**src/rtl/dec_error_corrector_8bit.sv**
```systemverilog
// Extended-Hamming(8,4) error corrector.
// Takes a received codeword together with its syndrome. It flips the bit
// selected by the syndrome for a single error, or flags a double error that
// cannot be corrected. The datapath is a two-stage valid/ready pipeline, and
// two saturating counters keep statistics on delivered results.
module dec_error_corrector_8bit #(
    parameter int CNT_W = 16
) (
    input  logic             clk,
    input  logic             rst,
    input  logic             in_valid,
    output logic             in_ready,
    input  logic [7:0]       codeword_with_errors,
    input  logic [3:0]       syndrome,
    output logic             out_valid,
    input  logic             out_ready,
    output logic [7:0]       corrected_codeword,
    output logic [3:0]       data_out,
    output logic             err_single,
    output logic             err_double,
    input  logic             cnt_clear,
    output logic [CNT_W-1:0] corr_cnt,
    output logic [CNT_W-1:0] uncorr_cnt
);

    typedef enum logic [1:0] {
        CLS_NONE   = 2'd0,
        CLS_SINGLE = 2'd1,
        CLS_DOUBLE = 2'd2
    } err_class_e;

    localparam logic [CNT_W-1:0] CNT_MAX = {CNT_W{1'b1}};

    // Both stages move together. The pipeline holds as a whole while the
    // consumer stalls a valid result.
    logic adv;
    logic out_fire;

    assign adv      = !out_valid || out_ready;
    assign in_ready = adv;
    assign out_fire = out_valid && out_ready;

    // Stage-1 state
    logic       s1_valid;
    logic [7:0] s1_cw;
    err_class_e s1_class;
    logic [2:0] s1_idx;

    // Syndrome decode: s[3] is the overall-parity mismatch, s[2:0] the bit index
    err_class_e in_class;

    // Classify the incoming syndrome
    always_comb begin
        // NOTE: the default assignment first keeps this block free of latches.
        in_class = CLS_NONE;
        if (syndrome[3]) begin
            in_class = CLS_SINGLE;
        end else if (syndrome[2:0] != 3'd0) begin
            in_class = CLS_DOUBLE;
        end
    end

    // Stage 1: capture the codeword and the decoded class and index
    always_ff @(posedge clk or posedge rst) begin
        if (rst) begin
            s1_valid <= 1'b0;
            s1_cw    <= '0;
            s1_class <= CLS_NONE;
            s1_idx   <= '0;
        end else if (adv) begin
            // NOTE: sequential state uses non-blocking assignments only, so every
            // register samples values from before the edge.
            s1_valid <= in_valid;
            s1_cw    <= codeword_with_errors;
            s1_class <= in_class;
            s1_idx   <= syndrome[2:0];
        end
    end

    // Correction: flip the indexed bit for a single error (index 0 flips bit 0)
    logic [7:0] flip_mask;
    logic [7:0] cc_next;

    // Build the corrected codeword from the stage-1 contents
    always_comb begin
        flip_mask = 8'd0;
        if (s1_class == CLS_SINGLE) begin
            flip_mask = 8'd1 << s1_idx;
        end
        cc_next = s1_cw ^ flip_mask;
    end

    // Stage 2: register the result. A bubble zeroes the fields, so no stale
    // data is visible while out_valid is low.
    always_ff @(posedge clk or posedge rst) begin
        if (rst) begin
            out_valid          <= 1'b0;
            corrected_codeword <= '0;
            data_out           <= '0;
            err_single         <= 1'b0;
            err_double         <= 1'b0;
        end else if (adv) begin
            out_valid <= s1_valid;
            if (s1_valid) begin
                corrected_codeword <= cc_next;
                data_out           <= {cc_next[7], cc_next[6], cc_next[5], cc_next[3]};
                err_single         <= (s1_class == CLS_SINGLE);
                err_double         <= (s1_class == CLS_DOUBLE);
            end else begin
                corrected_codeword <= '0;
                data_out           <= '0;
                err_single         <= 1'b0;
                err_double         <= 1'b0;
            end
        end
    end

    // Statistics: count delivered flagged results, saturate, clear has priority
    always_ff @(posedge clk or posedge rst) begin
        if (rst) begin
            corr_cnt   <= '0;
            uncorr_cnt <= '0;
        end else if (cnt_clear) begin
            corr_cnt   <= '0;
            uncorr_cnt <= '0;
        end else if (out_fire) begin
            if (err_single && corr_cnt != CNT_MAX) begin
                corr_cnt <= corr_cnt + 1'b1;
            end
            if (err_double && uncorr_cnt != CNT_MAX) begin
                uncorr_cnt <= uncorr_cnt + 1'b1;
            end
        end
    end

endmodule

```
**config.mk**
```make
export PLATFORM = sky130hd
export DESIGN_NAME = dec_error_corrector_8bit
export DESIGN_NICKNAME = d
export VERILOG_FILES = /design/src/rtl/dec_error_corrector_8bit.sv
export SDC_FILE = /design/constraint.sdc
export NUM_CORES = 1
export LEC_CHECK = 0
export ABC_AREA = 0
export BUFFER_PORTS_ARGS = -buffer_cell sky130_fd_sc_hd__buf_2
export CAP_MARGIN = 40
export CORE_MARGIN = 2
export CORE_UTILIZATION = 54
export CTS_BUF_LIST = sky130_fd_sc_hd__clkbuf_16
export CTS_CLUSTER_DIAMETER = 40
export DETAILED_ROUTE_END_ITERATION = 10
export PLACE_DENSITY = 0.85
export SYNTH_ARGS = -nofsm -noshare
export SYNTH_HDL_FRONTEND = slang
export SYNTH_SLANG_ARGS = --single-unit
```
**constraint.sdc**
```tcl
create_clock -name clk -period 2.65 [get_ports clk]
set_clock_uncertainty 0.1 [all_clocks]
set_input_delay 0.1325 -clock clk [delete_from_list [all_inputs] [get_ports clk]]
set_output_delay 0.1325 -clock clk [all_outputs]
set_load 0.01 [all_outputs]
```
==> impl_metrics.py, run 1 <==
metrics = {
    "run_status": {
        "status": "complete, no violations",
    },
    "die": {
        "die_area_sq_mm": 0.00615,
        "num_rows": 27,
        "start_util": 0.550,
        "die_h_um": 78.4,
        "die_x_um": 78.4,
        "core_sq_mm": 0.00544,
        "io_pins": 65,
    },
    "synth": {
        "ys_ff_latch": 57,
        "synth_cell_types": 43,
        "synth.area.mux_share": 0.0443,
        "synth_xor_area_frac": 0.0234,
        "synth_top_family_by_area": "simple AND/OR/NAND/NOR gates",
        "synth-compound-area-share": 0.108,
        "synthAdderAreaFrac": 0.00836,
        "synth_area_sq_mm": 0.00299,
        "synth_seq_area_share": 0.477,
        "synth_top_area_share": 0.477,
        "syn_nets": 344,
        "synth-simple-area-share": 0.292,
        "syn_inst": 325,
        "yosys_warnings": 0,
        "yosys.area.top_type": "dfrtp_1",
        "synthTopCellsByArea": "dfrtp_1, nand2_1, mux2_2",
        "avgSynthCellArea_sq_um": 9.20,
    },
    "timing": {
        "tightest_slew_ns": 0.734,
        "slew_violations": 0,
        "finalCriticalPeriod_ns": 2.12,
        "rsz0062_at_grt": "false",
        "fmax_mhz": 473,
        "setup_tns_ns": 0,
        "setup_violations": 0,
        "maxSlewHeadroom": 0.511,
        "post-route-period-util": 0.798,
        "hold_viol_final": 0,
    },
    "detailed_routing": {
        "vias": 2716,
        "vias_per_cell": 5.72,
        "drc": 0,
        "drt-total-wl_um": 7040,
        "first_iter_violations": 257,
        "first_pass_iters": 4,
        "wire_per_inst_um": 14.8,
        "antenna_left": 0,
    },
    "power_and_ir_drop": {
        "irDropWorstVdd_mv": 0.450,
        "power_switching_uw": 569,
        "p_leak_nw": 1.78,
        "powerDensity_mw_per_mm2": 639,
        "clockPowerShare": 0.495,
        "combPwrFrac": 0.099,
        "power.share.sequential": 0.406,
        "switching_share": 0.236,
        "p_int_mw": 1.84,
    },
    "final_layout": {
        "drive_above_1_share": 0.248,
        "layout_common_cells": "nand2_1, buf_2, dfrtp_1",
        "final_common_cell": "nand2_1",
        "syn2layout_area_growth_pct": 26.1,
        "layout.nets": 417,
        "design_area_sq_mm": 0.00377,
        "fillCellCount": 442,
        "n_antenna_cell": 0,
    },
    "clock_tree": {
        "cts_tree": "yes",
        "clockRootBuffer": "clkbuf_16",
        "htree_levels": 3,
        "clk_pin_slew_ns": 0.05,
        "clock_latency_ns": 0.32,
        "cts-buffers-inserted": 9,
        "clk_path_buf_depth": 2,
        "cts_resized": 0,
        "cts_hold_buf": 14,
        "cts_setup_buffers": 0,
        "cts_sinks": 57,
    },
    "worst_setup_path": {
        "cp_slowest_stage_delay_ns": 0.67,
        "critical_path_class": "flip-flop to flip-flop",
        "start_kind": "flip-flop",
        "cp_common_cell": "or4_1",
        "r2r.worst_path.cells": 4,
        "worst-endpoint-required_ns": 2.79,
        "crit_chain": "nand2_1 -> or4_1 -> or4_1 -> a21oi_1",
        "worstSetupEndpointType": "flip-flop",
        "arrival_ns": 2.25,
        "cp_max_fo": 9,
        "cp_slowest_cell": "or4_1",
    },
    "worst_hold_path": {
        "hold_class": "input pin to flip-flop",
        "hold_depth": 4,
    },
    "global_route": {
        "grtUsageTotal": 0.240,
        "antenna_found_initial": 0,
        "overflow": 0,
        "first_global_vias": 2513,
        "grt_max_degree": 42,
        "grt_pass1_wl_um": 11500,
    },
    "job": {
        "drv_cap": 0,
    },
    "placed_design": {
        "place.gp.congestion": 0.838,
        "port_buffers": 64,
        "postPlaceCellArea_sq_mm": 0.00332,
        "dp_hpwl_um": 4570,
    },
}
==> critical path: cells and delay by family (launching register included) <==
family	cells	cell delay (ns)
and+or+nand+nor	3	1.34
AOI/OAI and AO/OA	1	0.17
DFF	1	0.43
==> cells in the mapped netlist <==
master and instances:
and2b_1 1, nand4_1 9, and4_2 3, a21oi_1 20, ha_1 2, or4_1 12, dfrtp_1 57, a211oi_1 1
clkbuf_8 2, a31oi_1 1, a31o_2 1, nor4b_1 1, clkinv_1 1, o21ai_0 13, nand2b_1 1, nand4bb_1 1
buf_2 4, clkbuf_1 8, and4_1 5, nor4_1 5, and3_1 3, nand4b_1 2, nand3b_1 4, xor2_1 4
and3_2 1, o311ai_0 2, a41oi_1 1, buf_4 5, nand2_1 67, o31ai_1 11, nor3_1 6, xnor2_1 4
nand3_2 1, nor3b_1 3, or3_1 2, o41ai_1 3, inv_1 6, nor2b_1 8, mux2_2 10, nand3_1 12
mux2i_1 2, or2_2 1, nor2_1 19
==> state kept, by name, indices dropped and copies added (netlist names), 2 cells and up <==
signal and flops:
s1_cw 8, s1_class 2, corrected_codeword 8, s1_idx 3
uncorr_cnt 16, corr_cnt 16
==> path summary, 6_finish.rpt <==
kind	from	to	slack, ns
setup / recovery	corr_cnt[5]	corr_cnt[13]	0.53
hold / removal	out_ready	corr_cnt[0]	0.19
setup reg to reg	corr_cnt[5]	corr_cnt[13]	0.53
hold reg to reg	corrected_codeword[4]	corrected_codeword[4]	0.38
max in group asynchronous	rst	s1_class[1]	1.52
min in group asynchronous	rst	uncorr_cnt[5]	0.35
==> stage by stage <==
stage | util | power (mW) | setup WS [ns] | cells | hold slack (ns)
3_3_place_gp | 0.611 | 1.21 | 0.616 | 445 | 0.151
5_1_grt | 0.694 | 2.51 | 0.467 | 475 | 0.218
2_1_floorplan | - | 1.14 | 0.559 | 325 | 0.133
6_report | 0.694 | 2.41 | 0.535 | 475 | 0.192
3_5_place_dp | 0.611 | 1.21 | 0.562 | 445 | 0.153
4_1_cts | 0.694 | 2.44 | 0.561 | 475 | 0.185
==> logic make-up (layout without fill, tap and decap cells) <==
logic type / after synthesis / after routing
simple gates: 167 / 167
flops: 57 / 57
fa+ha+maj: 2 / 2
buf+inv: 26 / 104
compound gates: 53 / 53
xor+xnor: 8 / 8
mux: 12 / 12
==> metal layers <==
| metal | up-vias | share of wire | GRT usage |
|---|---|---|---|
| li1 | 1325 | - | - |
| met2 | 91 | 0.51 | 0.401 |
| met5 | - | 0 | 0 |
| met3 | 18 | 0.048 | 0.0494 |
| met4 | 0 | 0.020 | 0.126 |
| met1 | 1282 | 0.42 | 0.292 |
==> power groups by stage <==
stage	sequential (mW)	combinational (mW)	clock, mW
2_1_floorplan	0.991	0.150	0
3_3_place_gp	0.989	0.218	0
3_5_place_dp	0.992	0.222	0
4_1_cts	0.978	0.241	1.22
5_1_grt	0.986	0.267	1.25
6_report	0.978	0.238	1.19
==> cell type report <==
| type | count | area, sq um | area share |
|---|---|---|---|
| Sequential cell | 57 | 1430 | 0.378 |
| Multi-Input combinational cell | 242 | 1420 | 0.377 |
| Timing Repair Buffer | 81 | 495 | 0.131 |
| Clock buffer | 9 | 225 | 0.0597 |
| Tap cell | 72 | 90.1 | 0.0239 |
| Clock inverter | 7 | 86.3 | 0.0229 |
| Inverter | 7 | 26.3 | 0.00696 |
Note: power is estimated with default switching activity, not from simulation.
==> inputs of run 2 (changes only) <==
ABC_AREA = 1   (was 0)
CORE_UTILIZATION = 55   (was 54)
PLACE_DENSITY = 0.86   (was 0.85)
clock period = 2 ns   (was 2.65 ns; I/O delays follow)
==> impl_metrics.py, run 2 <==
metrics = {
    "clock_tree": {
        "cts_tree": "yes",
        "cts_sinks": 57,
        "clockRootBuffer": "clkbuf_16",
        "clock_latency_ns": 0.32,
        "cts-buffers-inserted": 9,
        "clk_path_buf_depth": 2,
        "clk_pin_slew_ns": 0.05,
        "htree_levels": 3,
    },
    "power_and_ir_drop": {
        "powerDensity_mw_per_mm2": 728,
        "total_power_mw": 2.93,
        "irDropWorstVdd_mv": 0.660,
        "p_leak_nw": 2.15,
    },
    "die": {
        "start_util": 0.563,
        "num_rows": 28,
        "die_x_um": 81.4,
        "core_sq_mm": 0.00585,
        "io_pins": 65,
        "die_h_um": 81.4,
        "die_area_sq_mm": 0.00662,
    },
    "placed_design": {
        "port_buffers": 64,
        "dp_hpwl_um": 5090,
        "dp_worst_setup_slack_ns": 0.0943,
        "postPlaceCellArea_sq_mm": 0.00362,
        "place.gp.congestion": 0.851,
        "placed_cells": 590,
    },
    "worst_setup_path": {
        "critPathTopFamily": "simple AND/OR/NAND/NOR gates",
        "crit_chain": "ha_1 -> nand2_2 -> nor2_1 -> nand2_2 -> nor2_4 -> nor2_4 -> nor2_8 -> o21ai_0",
        "start_kind": "flip-flop",
        "arrival_ns": 1.91,
        "worstSetupEndpointType": "flip-flop",
        "r2r_slack_ns": 0.18,
        "critical_path_class": "flip-flop to flip-flop",
        "worst-endpoint-required_ns": 2.09,
        "cp_slowest_cell": "dfrtp_1",
        "cp_max_fo": 18,
        "cp_slowest_stage_delay_ns": 0.41,
        "crit_buf_inv": 0,
    },
    "final_layout": {
        "reg_top3": "corr_cnt: 16 flops, uncorr_cnt: 16 flops",
        "drive_above_1_share": 0.178,
        "design_area_sq_mm": 0.00403,
        "final_core_util": 0.689,
        "n_antenna_cell": 0,
        "layout.nets": 560,
        "final_common_cell": "nand2_1",
        "syn2layout_area_growth_pct": 22.4,
        "layout_common_cells": "nand2_1, inv_1, buf_2",
        "fin_cells": 621,
    },
    "synth": {
        "syn_inst": 467,
        "yosysMostFrequentCell": "nand2_1",
        "synth_top_area_share": 0.433,
        "synth_seq_area_share": 0.433,
        "synth_edf_count": 0,
        "yosys.area.top_type": "dfrtp_1",
        "synth_cell_types": 32,
        "yosys_warnings": 0,
        "synthTopCellsByArea": "dfrtp_1, nand2_1, inv_1",
        "synth_area_sq_mm": 0.00329,
        "async_flop_share": 1.00,
        "syn_nets": 486,
        "ys_ff_latch": 57,
        "avgSynthCellArea_sq_um": 7.05,
        "synth_common_cells": "nand2_1, inv_1, dfrtp_1, nor2_1, nand3_1",
        "synth_flop_cell": "dfrtp_1",
    },
    "detailed_routing": {
        "vias_per_cell": 5.13,
        "drt-total-wl_um": 7640,
        "drc": 0,
        "first_pass_iters": 5,
        "antenna_left": 0,
        "vias": 3185,
        "first_iter_violations": 244,
        "wire_per_inst_um": 12.3,
    },
    "timing": {
        "setup_violations": 0,
        "finalCriticalPeriod_ns": 1.82,
        "fmax_mhz": 551,
        "tightest_slew_ns": 0.728,
        "maxSlewHeadroom": 0.514,
        "hold_viol_final": 0,
        "setup_tns_ns": 0,
        "hold_ws_ns": 0.155,
        "setup_slack_ns": 0.185,
        "post-route-period-util": 0.908,
        "slew_violations": 0,
        "rsz0062_at_grt": "false",
    },
    "global_route": {
        "antenna_found_initial": 0,
        "first_global_vias": 2921,
        "grt_max_degree": 48,
        "overflow": 0,
        "grt_pass1_wl_um": 12600,
        "grtUsageTotal": 0.246,
    },
    "job": {
        "drv_cap": 0,
    },
    "run_status": {
        "status": "complete, no violations",
    },
    "worst_hold_path": {
        "hold_class": "input pin to flip-flop",
    },
}
-- run 2: where the power goes --
group	internal, mW	total, mW	switching, mW
Combinational	0.132	0.370	0.237
Sequential	1.23	1.27	0.0437
Clock	0.809	1.29	0.482
-- run 2: cell type report --
cell class	instances	area, sq um
Fill cell	475	1820
Multi-Input combinational cell	319	1480
Sequential cell	57	1430
Timing Repair Buffer	82	505
Inverter	72	270
Clock buffer	9	225
Tap cell	75	93.8
Clock inverter	7	30.0
-- run 2: layer usage --
layer,wire length (um),global-route usage,vias up
li1,-,-,1610
met1,3190,0.301,1475
met2,3950,0.411,91
met3,411,0.0622,9
met4,91,0.103,0
met5,0,0,-
-- run 2: final timing paths --
path,startpoint,endpoint,cells past startpoint
max in group asynchronous,rst,corr_cnt[0],4
min in group asynchronous,rst,uncorr_cnt[5],3
setup / recovery,uncorr_cnt[1],uncorr_cnt[10],8
hold reg to reg,s1_valid,out_valid,2
setup reg to reg,uncorr_cnt[1],uncorr_cnt[10],8
hold / removal,out_ready,corrected_codeword[1],5
-- run 2: tightest hold or removal path: cells and delay by family --
family,cells,cell delay [ns]
buffers and inverters,2,0.27
AND/OR/NAND/NOR,3,0.17
-- run 2: cells by family after synthesis --
family                   share of synthesized area
AO/OA/AOI/OAI                               0.0703
XOR/XNOR                                   0.00798
adder cells (fa/ha/maj)                    0.00760
buffers and inverters                        0.119
flip-flops                                   0.433
AND/OR/NAND/NOR                              0.362
-- run 2: repair_timing --
action | in CTS | in global routing
setup endpoints to repair | 0 | 3
hold buffers | 15 | 0
gates resized for setup | 0 | 1
setup buffers | 0 | 0
endpoints found under the hold margin | 72 | 0
